[src/rtl/gpio_seq_if.sv]
// Wishbone data-bus bundle for the gpio sequencer.
// Master drives the request side, slave returns rdt/ack.
interface gpio_seq_if;
  logic [31:0] wb_dbus_adr;
  logic [31:0] wb_dbus_dat;
  logic [3:0]  wb_dbus_sel;
  logic        wb_dbus_we;
  logic        wb_dbus_cyc;
  logic [31:0] rdt;
  logic        ack;

  modport master (
    output wb_dbus_adr, wb_dbus_dat, wb_dbus_sel,
    output wb_dbus_we, wb_dbus_cyc,
    input  rdt, ack
  );

  modport slave (
    input  wb_dbus_adr, wb_dbus_dat, wb_dbus_sel,
    input  wb_dbus_we, wb_dbus_cyc,
    output rdt, ack
  );
endinterface

[src/rtl/gpio_seq.sv]
// Wishbone gpio sequencer: FIFO of (value, hold) entries played onto gpio.
// Optional GPIO_SEQ_IRQ_EN adds a low-water/underrun irq output.
module gpio_seq #(
  parameter int ADDR       = 0,
  parameter int AWIDTH     = 8,
  parameter int DEPTH_LOG2 = 3,
  parameter int PRESCALE   = 1000,
  parameter int LOW_WATER  = 2
) (
  input  logic       wb_clk,
  input  logic       wb_rst,
  gpio_seq_if.slave  bus,
`ifdef GPIO_SEQ_IRQ_EN
  output logic       irq,
`endif
  output logic [7:0] gpio
);

  localparam int DEPTH = 2 ** DEPTH_LOG2;
  localparam int PW = (PRESCALE > 1) ? $clog2(PRESCALE) : 1;
  localparam logic [PW-1:0] PMAX = PW'(PRESCALE - 1);

  localparam logic [0:0] IDLE = 1'b0;
  localparam logic [0:0] HOLD = 1'b1;

  logic [0:0]            state;
  logic                  ack_q;
  logic                  en;
  logic                  underrun;
  logic                  overflow;
  logic [PW-1:0]         presc;
  logic [15:0]           hold_cnt;
  logic [23:0]           mem [DEPTH];
  logic [DEPTH_LOG2-1:0] wptr;
  logic [DEPTH_LOG2-1:0] rptr;
  logic [DEPTH_LOG2:0]   count;

  logic        sel;
  logic        wr;
  logic [1:0]  rsel;
  logic        push_req;
  logic        push_ok;
  logic        flush;
  logic        pop;
  logic        empty;
  logic        full;
  logic        busy;
  logic        tick;
  logic [7:0]  head_val;
  logic [15:0] head_hold;
  logic [15:0] ld_hold;
  logic [31:0] status;
  logic [31:0] rdt_c;
  logic        irq_q;

  wire unused_bits = ^{bus.wb_dbus_sel, bus.wb_dbus_adr[1:0],
                       bus.wb_dbus_adr[31-AWIDTH:4],
                       bus.wb_dbus_dat[15:8]};

  assign sel = bus.wb_dbus_cyc && !ack_q &&
               (bus.wb_dbus_adr[31 -: AWIDTH] == AWIDTH'(ADDR));
  assign wr   = sel && bus.wb_dbus_we;
  assign rsel = bus.wb_dbus_adr[3:2];

  assign empty = (count == '0);
  assign full  = count[DEPTH_LOG2];
  assign busy  = (state == HOLD);
  assign tick  = (presc == PMAX);

  assign push_req = wr && (rsel == 2'd1);
  assign push_ok  = push_req && !full;
  assign flush    = wr && (rsel == 2'd0) && bus.wb_dbus_dat[1];

  assign head_val  = mem[rptr][23:16];
  assign head_hold = mem[rptr][15:0];
  assign ld_hold   = (head_hold == 16'd0) ? 16'd1 : head_hold;

  // Pop when starting from idle, or when the current entry ends with more queued.
  assign pop = en && !empty &&
               (!busy || (tick && hold_cnt == 16'd1));

  always_ff @(posedge wb_clk) begin
    if (push_ok)
      mem[wptr] <= {bus.wb_dbus_dat[7:0], bus.wb_dbus_dat[31:16]};
  end

  always_ff @(posedge wb_clk) begin
    if (wb_rst) begin
      ack_q    <= 1'b0;
      en       <= 1'b0;
      state    <= IDLE;
      gpio     <= 8'h00;
      presc    <= '0;
      hold_cnt <= 16'd0;
      wptr     <= '0;
      rptr     <= '0;
      count    <= '0;
      underrun <= 1'b0;
      overflow <= 1'b0;
      irq_q    <= 1'b0;
    end else begin
      ack_q <= sel;
      if (wr && rsel == 2'd0)
        en <= bus.wb_dbus_dat[0];
      if (wr && rsel == 2'd2) begin
        if (bus.wb_dbus_dat[16]) underrun <= 1'b0;
        if (bus.wb_dbus_dat[17]) overflow <= 1'b0;
      end
      if (push_req && full)
        overflow <= 1'b1;
      if (wr && rsel == 2'd3 && !busy)
        gpio <= bus.wb_dbus_dat[7:0];

      if (flush) begin
        wptr  <= '0;
        rptr  <= '0;
        count <= '0;
      end else begin
        if (push_ok) wptr <= wptr + 1'b1;
        if (pop)     rptr <= rptr + 1'b1;
        count <= count + (DEPTH_LOG2+1)'(push_ok)
                       - (DEPTH_LOG2+1)'(pop);
      end

      unique case (state)
        IDLE: begin
          presc <= '0;
          if (en && !empty) begin
            state    <= HOLD;
            gpio     <= head_val;
            hold_cnt <= ld_hold;
          end
        end
        HOLD: begin
          if (!en) begin
            state <= IDLE;
            presc <= '0;
          end else if (tick) begin
            presc <= '0;
            if (hold_cnt != 16'd1) begin
              hold_cnt <= hold_cnt - 16'd1;
            end else if (!empty) begin
              gpio     <= head_val;
              hold_cnt <= ld_hold;
            end else begin
              state    <= IDLE;
              hold_cnt <= 16'd0;
              underrun <= 1'b1;
            end
          end else begin
            presc <= presc + 1'b1;
          end
        end
        default: state <= IDLE;
      endcase

      irq_q <= en && ((32'(count) <= 32'(LOW_WATER)) || underrun);
    end
  end

  always_comb begin
    status = 32'h0;
    status[DEPTH_LOG2:0] = count;
    status[8]  = empty;
    status[9]  = full;
    status[10] = busy;
`ifdef GPIO_SEQ_IRQ_EN
    status[11] = irq_q;
`endif
    status[16] = underrun;
    status[17] = overflow;
  end

  always_comb begin
    rdt_c = 32'h0;
    unique case (rsel)
      2'd0: rdt_c = {31'h0, en};
      2'd1: rdt_c = 32'h0;
      2'd2: rdt_c = status;
      2'd3: rdt_c = {24'h0, gpio};
      default: rdt_c = 32'h0;
    endcase
  end

  assign bus.rdt = rdt_c;
  assign bus.ack = ack_q;

`ifdef GPIO_SEQ_IRQ_EN
  assign irq = irq_q;
`else
  wire unused_irq = irq_q;
`endif

endmodule

[src/flat_wrapper.sv]
// flat-port wrapper written by rule: the top's interface ports become plain ports
module gpio_seq_flat 
#(
  parameter int ADDR       = 0,
  parameter int AWIDTH     = 8,
  parameter int DEPTH_LOG2 = 3,
  parameter int PRESCALE   = 1000,
  parameter int LOW_WATER  = 2
)
  (wb_clk, wb_rst, gpio, bus_wb_dbus_adr, bus_wb_dbus_dat, bus_wb_dbus_sel, bus_wb_dbus_we, bus_wb_dbus_cyc, bus_rdt, bus_ack);
  gpio_seq_if bus_i ();
  input  logic wb_clk;
  input  logic wb_rst;
  output logic [7:0] gpio;
  input wire logic [$bits(bus_i.wb_dbus_adr)-1:0] bus_wb_dbus_adr;
  input wire logic [$bits(bus_i.wb_dbus_dat)-1:0] bus_wb_dbus_dat;
  input wire logic [$bits(bus_i.wb_dbus_sel)-1:0] bus_wb_dbus_sel;
  input wire logic [$bits(bus_i.wb_dbus_we)-1:0] bus_wb_dbus_we;
  input wire logic [$bits(bus_i.wb_dbus_cyc)-1:0] bus_wb_dbus_cyc;
  output wire logic [$bits(bus_i.rdt)-1:0] bus_rdt;
  output wire logic [$bits(bus_i.ack)-1:0] bus_ack;
  assign bus_i.wb_dbus_adr = bus_wb_dbus_adr;
  assign bus_i.wb_dbus_dat = bus_wb_dbus_dat;
  assign bus_i.wb_dbus_sel = bus_wb_dbus_sel;
  assign bus_i.wb_dbus_we = bus_wb_dbus_we;
  assign bus_i.wb_dbus_cyc = bus_wb_dbus_cyc;
  assign bus_rdt = bus_i.rdt;
  assign bus_ack = bus_i.ack;
  gpio_seq #(.ADDR(ADDR), .AWIDTH(AWIDTH), .DEPTH_LOG2(DEPTH_LOG2), .PRESCALE(PRESCALE), .LOW_WATER(LOW_WATER)) u_core (.wb_clk(wb_clk), .wb_rst(wb_rst), .bus(bus_i), .gpio(gpio));
endmodule
[config.mk]
export PLATFORM = sky130hd
export DESIGN_NAME = gpio_seq_flat
export DESIGN_NICKNAME = d
export VERILOG_FILES = /design/src/rtl/gpio_seq_if.sv /design/src/rtl/gpio_seq.sv /design/src/flat_wrapper.sv
export SDC_FILE = /design/constraint.sdc
export NUM_CORES = 1
export LEC_CHECK = 0
export BUFFER_PORTS_ARGS = -buffer_cell sky130_fd_sc_hd__buf_2
export CORE_MARGIN = 5
export CORE_UTILIZATION = 50
export DETAILED_ROUTE_END_ITERATION = 7
export PLACE_DENSITY = 0.7
export SYNTH_ARGS = -nofsm -noshare
export SYNTH_HDL_FRONTEND = slang
export SYNTH_SLANG_ARGS = --single-unit
[constraint.sdc]
create_clock -name wb_clk -period 14.9 [get_ports wb_clk]
set_input_delay 2.98 -clock wb_clk [delete_from_list [all_inputs] [get_ports wb_clk]]
set_output_delay 2.98 -clock wb_clk [all_outputs]
set_load 0.005 [all_outputs]
* Word level (Yosys, flattened, before mapping)
Memories as Yosys holds them, arrays and structs flattened. A register that Yosys moved wholly into a read port is not among the register bits.
Cells that the tools add are included.
** Word-level totals
- Memory bits (writable) :: 192
- Word-level logic and storage cells :: 94
- Output and inout bits :: 41
- Bits in registers :: 49
- Memories kept :: 1
** Memories
- u_core.mem :: words 8, bits a word 24, read ports 1, clocked after memory_dff 1, write ports 1, line gpio_seq.sv:33 : logic [23:0] mem [DEPTH];
** Operators by class
- Equal/unequal tests :: 9
- Reductions and logical operators :: 28
- $add $sub $neg :: 6
- Mux-type cells :: 38
- Bitwise logic cells :: 1
** Operators with widths (count)
- one-hot mux 32 bit (4 select lines) :: 1
- 2-to-1 mux 16 bit :: 6
- 2-to-1 mux 8 bit :: 6
- one-hot mux 16 bit (2 select lines) :: 1
- 2-to-1 mux 10 bit :: 2
- one-hot mux 10 bit (2 select lines) :: 1
- 2-to-1 mux 1 bit :: 17
- equality test 16 x 1 -> 1 bit (second input constant) :: 1
- zero test 16 bit :: 1
- != test 16 x 1 -> 1 bit (second input constant) :: 1
- one-hot mux 8 bit (2 select lines) :: 1
- subtractor 16 x 1 -> 16 bit (second input constant) :: 1
- logical AND 1 bit :: 14
- adder 10 x 1 -> 10 bit (second input constant) :: 1
- equality test 10 bit (second input constant) :: 1
- zero test 8 bit :: 1
- adder 3 x 1 -> 3 bit (second input constant) :: 2
- 2-to-1 mux 3 bit :: 2
- adder 4 x 1 -> 4 bit :: 1
- equality test 2 bit (second input constant) :: 2
- zero test 1 bit :: 4
- zero test 4 bit :: 1
- != test 2 bit (second input constant) :: 2
- nonzero test 2 bit :: 2
- 10 further kinds :: 10

* Longest topological paths before layout
Gate-level depths: netlist of the first run.
- Depth after elaboration :: 12
- Depth in mapped cells :: 14
- Depth with buffers taken out :: 13

* Worst setup path after synthesis of the first run
No wires, ideal clock.
- Path type :: input to register
- From :: in bus_wb_dbus_adr[31]
- To :: mem u_core.mem[0][0] (enable)
- Slack :: 8.027 ns
- Required time :: 14.434 ns
- Stages on the path :: 5
- Arrival :: 6.407 ns
- Path buffers :: 1
- Cells stage by stage :: nor4b_2 > nand4_2 > or4_1 > buf_2 > nor4_1
** On the way
- Word-level cells in the longest chain between the ends :: 7
** RTL lines
- from (decl) :: line flat_wrapper.sv:15 : input wire logic [$bits(bus_i.wb_dbus_adr)-1:0] bus_wb_dbus_adr;
- zero test 8 bit :: line gpio_seq.sv:61 : (bus.wb_dbus_adr[31 -: AWIDTH] == AWIDTH'(ADDR));
- logical AND 1 bit :: line gpio_seq.sv:60 : assign sel = bus.wb_dbus_cyc && !ack_q &&
- logical AND 1 bit :: line gpio_seq.sv:62 : assign wr = sel && bus.wb_dbus_we;
- logical AND 1 bit :: line gpio_seq.sv:70 : assign push_req = wr && (rsel == 2'd1);
- logical AND 1 bit :: line gpio_seq.sv:71 : assign push_ok = push_req && !full;
- 2-to-1 mux 1 bit :: line gpio_seq.sv:83 : if (push_ok)
- 2-to-1 mux 1 bit (not written as such) :: line gpio_seq.sv:84 : mem[wptr] <= {bus.wb_dbus_dat[7:0], bus.wb_dbus_dat[31:16]};
- to (decl) :: line gpio_seq.sv:33
No other way between the ends.

* Worst setup path after layout of the first run
- From :: in bus_wb_dbus_adr[2]
- To :: out bus_rdt[0]
** On the way
- Word-level cells in the longest chain between the ends :: 2
- Elaborated cells between the ends (all ways) :: 5
- Classes of those cells :: 3 x eq/ne; 1 x mux; 1 x reduce/logical
** RTL lines
- equality test 2 bit, or another cell as far along :: line gpio_seq.sv:176 : unique case (rsel)
- one-hot mux 32 bit (4 select lines) (*) :: line gpio_seq.sv:176
- to (decl) :: line flat_wrapper.sv:20 : output wire logic [$bits(bus_i.rdt)-1:0] bus_rdt;
Every way passes the cells marked *; elsewhere a longest branch is shown, timed or not. The select of a mux whose other input is x is not followed.

==> metrics.csv, run 1 <==
stage,metric,value,unit
timing,layout_worst_path_cycle_share,46.4,%
global_routing,antenna_found_initial,0,
run_status,status,"finished, final reports clean",
place,place.gp.congestion,0.847,
floorplanning,initial_core_util,50.6,%
cts,htreeDepth,1,
drt,vias,5751,
worst_setup_path,arrival,3.93,ns
floorplanning,die_area,23400,um^2
timing,clock_skew,0.0157,ns
timing,min_period,6.91,ns
synth,netlist_instances,644,
place,postPlaceCellArea,10700,um^2
worst_setup_path,cp-start-kind,input port,
cts,numCtsBuffers,25,
cts,cts.clk_slew.worst_paths,0.07,ns
floorplanning,coreArea,20200,um^2
timing,rsz0062_at_grt,false,
synth,synthAdderAreaFrac,1.30,%
synth,postSynthAreaPerCell,15.8,um^2
flow_run,timing.max_cap.violations,0,
global_routing,grt_use_total,18.2,%
finish,area_growth,13.5,%
cts,hold_buffers,0,
cts,cts_setup_buffers,0,
global_routing,grt_pass1_vias,5910,
cts,cts-root-buf,clkbuf_16,
floorplanning,row_count,52,
timing,hold_viol,0,
drt,wl,21.3,mm
synth,synth_area,10200,um^2
synth,yosysWarnings,0,
drt,first_iter_violations,498,
synth,synth_top_cell_area_share,56.5,%
finish,drive_above_1_share,24.9,%
cts,insertion_delay,0.52,ns
synth,synth_seq_cells,244,
timing,timing.fmax,145,MHz
floorplanning,ios,113,
pwr,vdd_drop_max,0.0967,mV
timing,drv_slew,0,
synth,synth-edff-count,192,
timing,tns,0,ns
global_routing,grt_overflow,0,
synth,synth_top_cell_by_area,edfxtp_1,
drt,wl_per_cell,21.3,um
synth,synth_compound_area_share,4.54,%
pwr,p_per_area,120,nW/um^2
timing,setup_viol,0,
cts,cts_sinks,244,
synth,synthSimpleGateAreaFrac,8.53,%
finish,n_antenna_cell,0,
drt,viasPerCell,5.77,
floorplanning,die_y,153,um
synth,ys.flop_type,edfxtp_1,
synth,synth_area_leaders,"edfxtp_1 57%, mux4_2 11%, dfxtp_1 10%",
global_routing,grt_pass1_wl,33.7,mm
cts,cts.repair.resized,0,
place,dp_hpwl,12.7,mm
worst_setup_path,critical_path.max_fanout,13,
cts,clockBufferDepth,3,
synth,synth_top_family_by_area,multiplexers,
global_routing,grt_max_degree,49,
drt,drc,0,
timing,worst_pin_slew,1.27,ns
pwr,p_leak,3.86,nW
synth,synth_cell_types,57,
synth,synthXorXnorAreaFrac,1.98,%
worst_setup_path,crit_type,input port to primary output,
pwr,total_power,1.39,mW
floorplanning,die_x,153,um
finish,fillerInstances,1558,
worst_setup_path,crit_required,11.92,ns
timing,relSlewSlack,15.2,%
min_path,min_path_type,register to register,
worst_setup_path,worst_setup_path_end_kind,primary output,
drt,ant_nets,0,
synth,async_reset_ff_share,0,%
synth,synth.most_common_cell,edfxtp_1,
drt,firstDrtPassIters,5,
synth,muxShareOfSynthArea,13.6,%
cts,cts_tree,built,
finish,finish.net_count,790,
finish,final_cell_area,11600,um^2
place,portBuffers,59,
synth,synth_commonest_cells,"192 x edfxtp_1, 56 x nor2_1, 52 x dfxtp_1",
synth,synth_seq_area_share,66.7,%
-- critical path, cell delays in order --
cell and delay (ns):
buf_2 0.26, mux2_2 0.37, a22o_1 0.19, buf_2 0.13
-- area by class of cell --
cell class,instances,area [um^2],area share [%]
clock buffers,27,633,5.47
clock inverters,19,211,1.83
inverters,12,45.0,0.389
multi-input cells,357,3170,27.4
flip-flops and latches,244,6810,58.8
well taps,270,338,2.92
repair buffers,68,363,3.13
-- power by group --
| group | internal, mW | total, mW | leakage [nW] | switching (mW) |
|---|---|---|---|---|
| Sequential | 0.733 | 0.733 | 2.14 | 0.0000140 |
| Clock | 0.379 | 0.638 | 0.406 | 0.259 |
| Combinational | 0.00473 | 0.0178 | 1.31 | 0.0131 |
| Total | 1.12 | 1.39 | 3.86 | 0.272 |
-- path summary, 6_finish.rpt --
kind         cells past startpoint  slack, ns                         end                        from
max                              4       7.99                  bus_rdt[0]          bus_wb_dbus_adr[2]
min                              1       0.47  u_core.presc[0]$_SDFF_PP0_  u_core.presc[0]$_SDFF_PP0_
max reg2reg                      7      11.19  u_core.mem[4][5]$_DFFE_PP_   u_core.bus.ack$_SDFF_PP0_
min reg2reg                      1       0.47  u_core.presc[0]$_SDFF_PP0_  u_core.presc[0]$_SDFF_PP0_
-- cells in the final DEF, fill, tap and decap left out, types with 6 or more instances in the layout --
cell / n
o221ai_1: 7
buf_4: 9
clkbuf_16: 25
o21ai_1: 7
nand3_1: 9
o21ai_0: 9
nand4_1: 8
nand2_1: 22
a21oi_1: 10
xor2_1: 13
a211oi_1: 17
nor3_1: 8
mux4_2: 48
mux2i_1: 29
nor2b_1: 12
clkinv_1: 6
buf_2: 59
inv_1: 11
xnor2_1: 10
nor3_2: 6
dfxtp_1: 50
nor2_1: 53
edfxtp_1: 192
conb_1: 19
ha_1: 9
-- through the flow --
stage          hold WS (ns)  utilization, %  setup slack [ns]  std cells
2_1_floorplan         0.418               -              8.03        662
3_3_place_gp          0.431            53.2              8.00        951
3_5_place_dp          0.440            53.2              7.99        951
4_1_cts               0.475            57.4              7.98        997
5_1_grt               0.494            57.4              7.93        997
6_report              0.466            57.4              7.99        997
-- registers in the layout, summed over array words and instances, names as in the netlist, named ones only --
name / count
u_core.mem: 192
u_core.hold_cnt: 16
u_core.presc: 10
u_core.gpio: 8
u_core.count: 4
u_core.rptr: 3
u_core.wptr: 3
u_core.bus.ack: 1
u_core.busy: 1
u_core.en: 1
u_core.overflow: 1
u_core.underrun: 1
-- layer usage --
metal	share of wire, %	track usage, %
met5	0	0
met4	1.8	4.75
met3	5.9	3.31
met2	50	30.2
met1	43	25.1
-- cells by family (layout without fill, tap and decap cells) --
kind of cell / after synthesis / count (layout)
AO/OA/AOI/OAI: 69 / 69
buffers and inverters: 61 / 126
adder cells (fa/ha/maj): 10 / 10
AND/OR/NAND/NOR: 158 / 158
flip-flops: 244 / 244
XOR/XNOR: 23 / 23
multiplexers: 78 / 78
other: 1 / 19
Note: power is estimated with default switching activity, not from simulation.
==> run 2, diff against run 1 <==
- ABC_AREA: unset -> 1
- PLACE_DENSITY: 0.7 -> 0.72
- clock period: 14.9 -> 6 ns (I/O delays scaled with it)
==> run 2 against run 1 <==
  * Synthesized cell count is 79% higher
  * Sequential share of layout area is 3.3 points lower
  * Cell area is 5.9% higher
  * Via count is 35% higher
  * Power is 140% higher
  * Routed wire length is 12% higher
  * First-iteration DRC count is 14% higher
  * Core utilization is 1.0 points lower
  * Cell count is 51% higher
  * Critical path depth is 2 higher
  * Global-route usage is 0.83 points higher
==> metrics.csv, run 2 <==
stage,metric,value,unit,change
worst_setup_path,crit_required,4.80,ns,-7.12 ns
drt,viasPerCell,5.18,,-10%
cts,cts.repair.resized,0,,unchanged
drt,first_iter_violations,566,,+14%
global_routing,grt_max_degree,68,,+39%
cts,cts.clk_slew.worst_paths,0.06,ns,about the same
finish,largest_reg_flops,192,,unchanged
cts,cts-root-buf,clkbuf_16,,
synth,synth_seq_area_share,61.9,%,-4.9 points
timing,drv_slew,0,,unchanged
synth,synth_area,11000,um^2,+7.9%
floorplanning,die_y,158,um,+3.6%
cts,insertion_delay,0.52,ns,about the same
floorplanning,coreArea,21800,um^2,+7.9%
timing,relSlewSlack,38.0,%,+23 points
place,place_ws,2.62,ns,-5.37 ns
worst_setup_path,cp-start-kind,input port,,
finish,n_antenna_cell,0,,unchanged
finish,finish.net_count,1287,,+63%
floorplanning,row_count,54,,+3.8%
pwr,p_per_area,274,nW/um^2,+130%
drt,drc,0,,unchanged
synth,yosysWarnings,0,,unchanged
synth,postSynthAreaPerCell,9.55,um^2,-40%
timing,fin_ws,2.83,ns,-5.16 ns
timing,timing.fmax,315,MHz,
finish,mostFrequentLayoutCell,nand2_1,,
global_routing,grt_pass1_vias,7457,,+26%
cts,cts_setup_buffers,0,,unchanged
synth,synth_seq_cells,244,,unchanged
place,place.gp.congestion,0.857,,+1.2%
synth,synth.most_common_cell,nand2_1,,
min_path,holdPathEnd,u_core.underrun$_SDFF_PP0_,,
timing,min_period,3.17,ns,
synth,synth_top_cell_area_share,52.4,%,-4.1 points
finish,drive_above_1_share,11.9,%,-13 points
synth,synth_area_leaders,"edfxtp_1 52%, nand2_1 11%, dfxtp_1 9.5%",,
pwr,vdd_drop_max,0.277,mV,+190%
worst_setup_path,critical_path.max_fanout,6,,-7
place,portBuffers,59,,unchanged
min_path,min_path_type,register to register,,
finish,final_cell_mix,"331 x nand2_1, 192 x edfxtp_1, 129 x inv_1",,
worst_setup_path,r2r-start,u_core.hold_cnt[0]$_SDFFE_PP0P_,,
synth,synth-edff-count,192,,unchanged
global_routing,grt_use_total,19.0,%,+0.83 points
worst_setup_path,r2r_setup_slack,2.88,ns,-8.31 ns
flow_run,timing.max_cap.violations,0,,unchanged
timing,hold_viol,0,,unchanged
finish,area_growth,11.5,%,
drt,wl_per_cell,15.8,um,-26%
drt,ant_nets,0,,unchanged
global_routing,grt_overflow,0,,unchanged
cts,htreeDepth,1,,unchanged
global_routing,antenna_found_initial,1,,+1
worst_setup_path,crit_type,input port to primary output,,
synth,synth_top_cell_by_area,edfxtp_1,,
finish,top_register,u_core.mem,,
timing,setup_viol,0,,unchanged
timing,tns,0,ns,unchanged
floorplanning,die_x,158,um,+3.6%
cts,hold_buffers,0,,unchanged
run_status,status,"finished, final reports clean",,
worst_setup_path,worst_setup_path_end_kind,primary output,,
timing,clock_skew,0.00854,ns,-0.00714 ns
floorplanning,die_area,25100,um^2,+7.3%
worst_setup_path,r2r_cells,14,,+7
cts,numCtsBuffers,25,,unchanged
cts,cts_sinks,244,,unchanged
floorplanning,ios,113,,unchanged
timing,layout_worst_path_cycle_share,52.9,%,
worst_setup_path,r2r-end,u_core.count[2]$_SDFF_PP0_,,
cts,cts_tree,built,,
cts,clockBufferDepth,3,,unchanged
floorplanning,initial_core_util,50.6,%,about the same
pwr,p_leak,5.17,nW,+34%
drt,vias,7792,,+35%
synth,async_reset_ff_share,0,%,unchanged
min_path,hold_start,u_core.underrun$_SDFF_PP0_,,
min_path,hold_depth,2,,+1
drt,firstDrtPassIters,5,,unchanged
drt,wl,23.7,mm,+12%
worst_setup_path,arrival,1.97,ns,-1.96 ns
place,dp_hpwl,13.8,mm,+8.0%
finish,top_regs,"u_core.mem (192), u_core.hold_cnt (16), u_core.presc (10)",,
synth,synth_commonest_cells,"331 x nand2_1, 192 x edfxtp_1, 129 x inv_1",,
timing,rsz0062_at_grt,false,,
synth,netlist_instances,1152,,+79%
timing,worst_pin_slew,0.930,ns,-0.342 ns
synth,synth_cell_types,39,,-32%
global_routing,grt_pass1_wl,37.9,mm,+13%
synth,ys.flop_type,edfxtp_1,,
run 2: final cells by class:
type	instances	area, um^2
clock inverters	17	151
fillers	1841	9500
clock buffers	29	641
well taps	280	350
flip-flops and latches	244	6810
multi-input cells	727	3400
repair buffers	74	408
inverters	133	502
run 2: power breakdown:
| part | internal (mW) | switching, mW |
|---|---|---|
| clock network | 0.855 | 0.641 |
| registers | 1.82 | 0.0000306 |
| logic | 0.0116 | 0.0320 |
| total | 2.69 | 0.673 |
run 2: logic make-up (layout without fill, tap and decap cells):
family	Yosys count	count (layout)	share of synthesized area (%)
AOI/OAI and AO/OA	146	146	7.37
xor gates and xnor gates	13	13	1.04
adders and majority gates	10	10	1.21
buffers and inverters	199	253	8.18
DFF	244	244	61.9
other	1	19	0.0341
and+or+nand+nor	539	539	20.3
run 2: stage by stage:
step	std cells	power, mW	util (%)	cell area, um^2	hold WS, ns
floorplan	1170	1.88	-	11100	0.430
global placement	1458	1.90	52.7	11500	0.446
detailed placement	1458	1.90	52.7	11500	0.457
CTS	1504	3.37	56.4	12300	0.471
global route	1504	3.46	56.4	12300	0.484
finish	1504	3.36	56.4	12300	0.472
run 2: metal layers:
layer,routed length (um),global-route usage (%),vias to the layer above
met5,0,0,-
met4,658,6.17,0
met3,1240,2.69,53
met2,11800,33.4,213
met1,10100,24.4,3665
li1,-,-,3861
run 2: worst max-delay path by stage:
stage,start,to
finish,bus_wb_dbus_adr[2],bus_rdt[0]
global route,u_core.hold_cnt[1]$_SDFFE_PP0P_,u_core.count[2]$_SDFF_PP0_
CTS,bus_wb_dbus_adr[2],bus_rdt[0]
global placement,bus_wb_dbus_adr[25],u_core.mem[4][11]$_DFFE_PP_
floorplan,bus_wb_dbus_adr[25],u_core.mem[2][0]$_DFFE_PP_
detailed placement,bus_wb_dbus_adr[25],u_core.mem[4][12]$_DFFE_PP_
run 2: critical path, stage by stage:
cell and delay (ns):
buf_2 0.12, nand2_1 0.22, inv_1 0.14, nand2_1 0.09, o211ai_1 0.07, buf_2 0.13
==> run 3, diff against run 2 <==
- clock period: 6 -> 2.7 ns (I/O delays scaled with it)
==> run 3 against run 2 <==
  * Register-to-register slack got worse by 2.6 ns
  * Core utilization increased by 1.3 points
  * Highest routed layer unchanged
  * Critical path depth increased by 8
  * Clock skew rose by 0.0042 ns
==> metrics.csv, run 3 (synthesized netlist as in run 2, its figures left out) <==
stage,metric,value,unit,change
run_status,status,"finished, final reports clean",,
floorplanning,die_y,158,um,unchanged
drt,vias,7881,,+1.1%
floorplanning,die_x,158,um,unchanged
global_routing,grt_use_total,19.1,%,+0.074 points
floorplanning,coreArea,21800,um^2,unchanged
floorplanning,initial_core_util,50.6,%,unchanged
cts,cts_sinks,244,,unchanged
global_routing,grt_max_degree,97,,+43%
global_routing,grt_pass1_vias,7683,,+3.0%
worst_setup_path,arrival,2.83,ns,+0.86 ns
cts,htreeDepth,1,,unchanged
pwr,p_sw_share,20.0,%,-0.078 points
worst_setup_path,worst_setup_path_end_kind,register,,
cts,cts_tree,built,,
pwr,p_comb_share,1.3,%,about the same
finish,final_cell_mix,"331 x nand2_1, 192 x edfxtp_1, 129 x inv_1",,
place,portBuffers,59,,unchanged
drt,first_iter_violations,579,,+2.3%
worst_setup_path,worstPathCellList,"inv_4, nand2_1, nand3_1, nand2_1, nand2_1, nand2_1, nor2_1, nand2_1, nor2_2, nand2_4, nand3_1, nand2_1, nand2_1, inv_1",,
drt,drc,0,,unchanged
pwr,p_per_area,593,nW/um^2,+120%
worst_setup_path,crit_top_cell,nand2_1,,
pwr,total_power,7.43,mW,+120%
finish,area_growth,14.0,%,
pwr,seqPwrFrac,54.4,%,+0.2 points
global_routing,antenna_found_initial,0,,-1
cts,cts-root-buf,clkbuf_16,,
finish,finish.net_count,1303,,+1.2%
timing,worst_pin_slew,0.786,ns,-0.144 ns
worst_setup_path,critical_path.max_fanout,71,,+65
worst_setup_path,critPathMaxStageDelay,0.56,ns,+0.34 ns
drt,firstDrtPassIters,6,,+1
floorplanning,row_count,54,,unchanged
timing,rsz0062_at_grt,false,,
floorplanning,die_area,25100,um^2,unchanged
drt,wl,23.8,mm,+0.43%
drt,wl_per_cell,15.7,um,-0.63%
timing,clock_skew,0.0128,ns,+0.00424 ns
cts,cts_setup_buffers,0,,unchanged
worst_setup_path,slowest_stage,inv_4,,
worst_setup_path,crit_required,3.13,ns,-1.67 ns
floorplanning,ios,113,,unchanged
finish,top_register,u_core.mem,,
flow_run,timing.max_cap.violations,0,,unchanged
timing,layout_worst_path_cycle_share,88.8,%,
timing,timing.fmax,417,MHz,
finish,drive_above_1_share,12.8,%,+0.90 points
pwr,vdd_drop_max,0.479,mV,+73%
cts,hold_buffers,0,,unchanged
timing,drv_slew,0,,unchanged
timing,hold_viol,0,,unchanged
global_routing,grt_overflow,0,,unchanged
drt,ant_nets,0,,unchanged
worst_setup_path,crit_type,register to register,,
cts,numCtsBuffers,26,,+4.0%
cts,clockBufferDepth,3,,unchanged
pwr,p_leak,5.29,nW,+2.4%
global_routing,grt_pass1_wl,38.1,mm,+0.62%
worst_setup_path,cp-start-kind,register,,
timing,min_period,2.40,ns,
pwr,clkPwrFrac,44.2,%,-0.3 points
pwr,cell_internal_pwr,5.95,mW,+120%
cts,cts.repair.resized,0,,unchanged
min_path,hold_start,wb_rst,,
place,place.gp.congestion,0.872,,+1.8%
timing,setup_viol,0,,unchanged
finish,largest_reg_flops,192,,unchanged
pwr,power.switching,1.48,mW,+120%
cts,cts.clk_slew.worst_paths,0.06,ns,about the same
finish,fin_util,57.6,%,+1.3 points
drt,viasPerCell,5.18,,about the same
cts,insertion_delay,0.54,ns,+0.02 ns
finish,mostFrequentLayoutCell,nand2_1,,
timing,relSlewSlack,47.6,%,+9.6 points
place,dp_hpwl,14.9,mm,+7.9%
finish,top_regs,"u_core.mem (192), u_core.hold_cnt (16), u_core.presc (10)",,
min_path,min_path_type,input port to register,,
## run 3: changes by cell type in the layout (fill, tap and decap cells not counted), moves of 2 or more
cell	delta
nor3_2	-8
nor3_4	+8
buf_4	+7
clkinvlp_4	-2
nor2_2	+2
buf_12	+8
nor2_1	-2
clkbuf_1	+3
## run 3: path summary, 6_finish.rpt
check / end / slack [ns] / cells after the start
worst max-delay path: u_core.hold_cnt[15]$_SDFFE_PP0P_ / 0.30 / 14
worst min-delay path: u_core.busy$_SDFF_PP0_ / 0.25 / 2
worst max register to register: u_core.hold_cnt[15]$_SDFFE_PP0P_ / 0.30 / 14
worst min register to register: u_core.presc[0]$_SDFF_PP0_ / 0.47 / 1
## run 3: stage by stage
step                hold slack [ns]  setup slack, ns  std cells  TNS [ns]  area [um^2]
floorplan                     0.430           -0.234       1170    -22.43        11100
global placement              0.445           0.0664       1473         0        11700
detailed placement            0.458           0.0432       1473         0        11700
CTS                           0.234           0.0613       1519         0        12500
global route                  0.254           0.0531       1519         0        12500
finish                        0.253            0.302       1520         0        12500
## run 3: power by group through the flow
stage | combinational [mW] | sequential [mW] | clock, mW
global placement | 0.0965 | 4.12 | 0
floorplan | 0.0439 | 4.13 | 0
CTS | 0.0999 | 4.04 | 3.36
detailed placement | 0.0993 | 4.12 | 0
global route | 0.113 | 4.04 | 3.52
finish | 0.100 | 4.04 | 3.29
## run 3: layer usage
metal | up-vias | track usage, % | wire [um]
met2 | 199 | 33.5 | 11900
met5 | - | 0 | 0
li1 | 3904 | - | -
met3 | 48 | 3.21 | 1280
met4 | 0 | 5.20 | 575
met1 | 3730 | 24.7 | 10100
## run 3: final cells by class
| class | instances | area [um^2] |
|---|---|---|
| antenna | 1 | 2.50 |
| clock buffer | 33 | 677 |
| clock inverter | 13 | 118 |
| fill | 1809 | 9220 |
| inverter | 133 | 502 |
| multi-input combinational | 727 | 3450 |
| sequential | 244 | 6810 |
| tap | 280 | 350 |
| timing repair buffer | 89 | 621 |
## run 3: critical path, delay by kind of cell, from the launching register on
family | cells | cell delay (ns)
and+or+nand+nor | 12 | 1.34
buffers and inverters | 2 | 0.59
DFF | 1 | 0.34
